===== src/rtl/alu_seq16_pkg.sv =====
// Shared definitions: the ALU control encodings and the sequencer's op/state types.
// The optional HI->DONE skip in alu_seq16 is enabled by ALU_SEQ_SKIP_EN.
package ALU_def;
  typedef enum logic [2:0] {
    ALU_ADD = 3'd0,
    ALU_SUB = 3'd1,
    ALU_AND = 3'd2,
    ALU_OR  = 3'd3,
    ALU_LT  = 3'd4
  } ALU_CTRL;
endpackage

package alu_seq_def;
  import ALU_def::*;

  typedef enum logic [1:0] {
    SEQ_ADD = 2'd0,
    SEQ_SUB = 2'd1,
    SEQ_AND = 2'd2,
    SEQ_OR  = 2'd3
  } SEQ_OP;

  typedef enum logic [2:0] {
    IDLE = 3'd0,
    LO   = 3'd1,
    CY   = 3'd2,
    HI   = 3'd3,
    HC   = 3'd4,
    DONE = 3'd5
  } SEQ_STATE;

  // ALU operation used for the byte passes (LO, HI and HC) of a given op.
  function automatic ALU_CTRL seq_byte_ctrl(input SEQ_OP op);
    case (op)
      SEQ_ADD: seq_byte_ctrl = ALU_ADD;
      SEQ_SUB: seq_byte_ctrl = ALU_SUB;
      SEQ_AND: seq_byte_ctrl = ALU_AND;
      default: seq_byte_ctrl = ALU_OR;
    endcase
  endfunction
endpackage


===== src/rtl/alu_seq16.sv =====
// 16-bit ADD/SUB/AND/OR sequencer that drives an external 8-bit ALU byte by byte.
// Define ALU_SEQ_SKIP_EN to bypass the HC pass when no carry/borrow was produced.
module alu_seq16
  import ALU_def::*;
  import alu_seq_def::*;
(
  input  logic        clk,
  input  logic        reset,
  input  logic        req_valid,
  output logic        req_ready,
  input  SEQ_OP       req_op,
  input  logic [15:0] req_a,
  input  logic [15:0] req_b,
  output logic        rsp_valid,
  input  logic        rsp_ready,
  output logic [15:0] rsp_result,
  output logic        rsp_zero,
  output ALU_CTRL     alu_ctrl,
  output logic [7:0]  alu_a,
  output logic [7:0]  alu_b,
  input  logic [7:0]  alu_out
);

  SEQ_STATE    r_state, w_state_nxt;
  SEQ_OP       r_op;
  logic [15:0] r_a, r_b, r_res;
  logic        r_cy;
  logic        w_arith;

  assign w_arith = (r_op == SEQ_ADD) || (r_op == SEQ_SUB);

  always_ff @(posedge clk) begin
    if (reset) begin
      r_state <= IDLE;
      r_op    <= SEQ_ADD;
      r_a     <= '0;
      r_b     <= '0;
      r_res   <= '0;
      r_cy    <= 1'b0;
    end else begin
      r_state <= w_state_nxt;
      case (r_state)
        IDLE: if (req_valid) begin
          r_op <= req_op;
          r_a  <= req_a;
          r_b  <= req_b;
          r_cy <= 1'b0;
        end
        LO:      r_res[7:0]  <= alu_out;
        CY:      r_cy        <= alu_out[0];
        HI:      r_res[15:8] <= alu_out;
        HC:      r_res[15:8] <= alu_out;
        default: ;
      endcase
    end
  end

  always_comb begin
    w_state_nxt = r_state;
    alu_ctrl    = ALU_AND;
    alu_a       = '0;
    alu_b       = '0;
    case (r_state)
      IDLE: if (req_valid) w_state_nxt = LO;
      LO: begin
        alu_ctrl    = seq_byte_ctrl(r_op);
        alu_a       = r_a[7:0];
        alu_b       = r_b[7:0];
        w_state_nxt = w_arith ? CY : HI;
      end
      CY: begin
        // The ALU has no carry-out: ADD carry is (sum < A), SUB borrow is (A < B).
        alu_ctrl = ALU_LT;
        if (r_op == SEQ_ADD) begin
          alu_a = r_res[7:0];
          alu_b = r_a[7:0];
        end else begin
          alu_a = r_a[7:0];
          alu_b = r_b[7:0];
        end
        w_state_nxt = HI;
      end
      HI: begin
        alu_ctrl = seq_byte_ctrl(r_op);
        alu_a    = r_a[15:8];
        alu_b    = r_b[15:8];
`ifdef ALU_SEQ_SKIP_EN
        w_state_nxt = (w_arith && r_cy) ? HC : DONE;
`else
        w_state_nxt = w_arith ? HC : DONE;
`endif
      end
      HC: begin
        alu_ctrl    = seq_byte_ctrl(r_op);
        alu_a       = r_res[15:8];
        alu_b       = {7'b0, r_cy};
        w_state_nxt = DONE;
      end
      DONE: if (rsp_ready) w_state_nxt = IDLE;
      default: w_state_nxt = IDLE;
    endcase
  end

  assign req_ready  = (r_state == IDLE);
  assign rsp_valid  = (r_state == DONE);
  assign rsp_result = r_res;
  assign rsp_zero   = (r_res == 16'h0000);

endmodule


===== config.mk =====
export PLATFORM = sky130hd
export DESIGN_NAME = alu_seq16
export DESIGN_NICKNAME = d
export VERILOG_FILES = /design/src/rtl/alu_seq16_pkg.sv /design/src/rtl/alu_seq16.sv
export SDC_FILE = /design/constraint.sdc
export NUM_CORES = 1
export LEC_CHECK = 0
export ABC_CLOCK_PERIOD_IN_PS = 2800
export CAP_MARGIN = 40
export CORE_AREA = 2 2 84 102
export CTS_CLUSTER_DIAMETER = 60
export DETAILED_ROUTE_END_ITERATION = 10
export DIE_AREA = 0 0 86 104
export PLACE_DENSITY_LB_ADDON = 0.3
export SETUP_SLACK_MARGIN = 0.3
export SLEW_MARGIN = 20
export SYNTH_ARGS = -nofsm -noshare
export SYNTH_HDL_FRONTEND = slang
export SYNTH_SLANG_ARGS = --single-unit

===== constraint.sdc =====
create_clock -name clk -period 2.8 [get_ports clk]
set_input_delay 0.84 -clock clk [delete_from_list [all_inputs] [get_ports clk]]
set_output_delay 0.84 -clock clk [all_outputs]
set_load 0.01 [all_outputs]

==> out/metrics.csv <==
metric,value,unit
dpl.hpwl,5520,um
grt.total_usage,0.173,
grt_pass1_vias,2515,
numPortBuffers,83,
nets,458,
grt_start_max_net_pins,47,
ys_ff_latch,54,
status,completed,
synth_cell_types,33,
p_per_area,603,nW/um^2
rr_worst_depth,5,
finClkSkew,0.00791,ns
finalCriticalPeriod,2.54,ns
required,1.96,ns
maxSlewViolCount,0,
multi_input_area,1560,sq um
worstHoldPathType,register to register,
overflow,0,
setup_violations,0,
drt-pass1-iter-count,4,
diodes,0,
post-route-util,0.487,
whs_path_depth,2,
syn_area,2780,sq um
cp_data_arrival_time,1.70,ns
insertion_delay,0.31,ns
num_vias,2583,
core_region_area,7970,sq um
wl_per_cell,15.3,um
final-seq-area,1090,sq um
ys_warn_count,0,
avgSynthCellArea,8.60,sq um
cts_buffers,5,
htree_num_levels,2,
mostFrequentLayoutCell,nand2_1,
period_share,0.909,
synth-edff-count,0,
irDropWorstVdd,0.291,mV
finalHoldViolCount,0,
io_pins,84,
die_h,104,um
r2r_setup_slack,1.12,ns
fill_cells,776,
drive_above_1_share,0.184,
area_delta_synth_final,39.7,%
async_reset_ff_frac,0,
top_layer,met4,
cts-hold-fix-buffers,0,
fmax,393,MHz
path_max_fanout,8,
syn-num-nets,369,
dr_wl_met3,433,um
relSlewSlack,0.495,
cap_viol_max_count,0,
gp_congestion,0.859,
met1_length,3560,um
synth_ff_type,dfxtp_1,
wl,7740,um
start_util,0.348,
dieArea,8940,sq um
cts-root-buf,clkbuf_8,
clock_path_buffers,2,
cts_sinks,54,
yosysSeqAreaShare,0.389,
fin_tns_setup,0,ns
worstSetupPathType,register to output pin,
cts_tree,yes,
vias_per_cell,5.09,
rows,36,
crit_path_end_kind,output pin,
start_kind,register,
rsz0062_at_grt,true,
syn_inst,323,
wl_met2,3610,um
p_leak,1.56,nW
final_cell_mix,"89 x nand2_1, 61 x clkdlybuf4s50_1, 50 x dfxtp_1",
die_w,86,um
grt_pass1_wl,12600,um
worst_slew_pin_slew,0.757,ns
clk_pin_slew_worst_paths,0.10,ns
antenna_found_initial,0,
first_iter_violations,72,
antenna_left,0,
drc,0,
[final timing paths]
check             startpoint       end
hold / removal        r_a[9]    r_a[9]
setup reg to reg  r_state[0]      r_cy
hold reg to reg       r_a[9]    r_a[9]
setup / recovery  r_state[0]  alu_b[6]
[logic make-up (layout without fill, tap and decap cells)]
family | Yosys count | after routing | synth area share
AND/OR/NAND/NOR | 125 | 125 | 0.216
flip-flops | 54 | 54 | 0.389
multiplexers | 40 | 40 | 0.144
XOR/XNOR | 1 | 1 | 0.00316
buffers and inverters | 28 | 117 | 0.0667
AO/OA/AOI/OAI | 75 | 75 | 0.181
[power by group]
group | switching [mW] | leakage (nW) | internal [mW]
registers | 0.0819 | 0.443 | 0.857
clock network | 0.252 | 0.0573 | 0.287
logic | 0.434 | 1.06 | 0.427
total | 0.769 | 1.56 | 1.57
[layer usage]
| metal | vias up | GRT usage |
|---|---|---|
| li1 | 1292 | - |
| met1 | 1206 | 0.238 |
| met2 | 76 | 0.272 |
| met3 | 9 | 0.0325 |
| met4 | 0 | 0.0499 |
| met5 | - | 0 |
[worst max-delay path, stage by stage (launching register included)]
cell and delay (ns):
dfxtp_4 0.37, or3b_4 0.43, buf_12 0.16, buf_4 0.13, o22ai_2 0.16, buf_2 0.15
[cell type report]
class                   count  area share
repair buffers            108       0.255
multi-input cells         241       0.403
flip-flops and latches     54       0.281
well taps                  95      0.0306
clock inverters             1     0.00774
inverters                   2     0.00194
clock buffers               6      0.0213
[flip-flops by register name (all words and copies together), names as in the netlist]
name,cells
r_state,3
r_cy,1
r_b,16
rsp_result,16
r_op,2
r_a,16
[per-stage QoR]
| step | total power, mW | setup WS (ns) | area [sq um] | instances | hold slack [ns] |
|---|---|---|---|---|---|
| 2_1_floorplan | 1.46 | 0.654 | 2780 | 323 | 0.436 |
| 3_3_place_gp | 1.77 | 0.197 | 3700 | 492 | 0.442 |
| 3_5_place_dp | 1.78 | 0.151 | 3700 | 492 | 0.446 |
| 4_1_cts | 2.32 | 0.187 | 3810 | 504 | 0.460 |
| 5_1_grt | 2.47 | 0.221 | 3880 | 507 | 0.481 |
| 6_report | 2.34 | 0.256 | 3880 | 507 | 0.460 |
[Yosys cell counts (3+ instances only)]
| library cell | number | area (sq um) |
|---|---|---|
| mux2i_1 | 40 | 400 |
| nand2_1 | 89 | 334 |
| o221ai_1 | 6 | 52.6 |
| buf_6 | 9 | 101 |
| o22ai_2 | 7 | 87.6 |
| o21ai_0 | 10 | 50.1 |
| nor4_1 | 4 | 25.0 |
| clkbuf_1 | 7 | 26.3 |
| dfxtp_1 | 54 | 1080 |
| nand2b_1 | 17 | 106 |
| a21oi_1 | 45 | 225 |
| o221ai_2 | 3 | 45.0 |
| buf_2 | 7 | 35.0 |
[timing repair]
item | 4_1_cts | 5_1_grt
setup endpoints to repair | 21 | 16
setup buffers | 5 | 3
gates resized for setup | 70 | 20
gates cloned | 0 | 0
pin swaps | 4 | 6
Note: power is estimated with default switching activity, not from simulation.
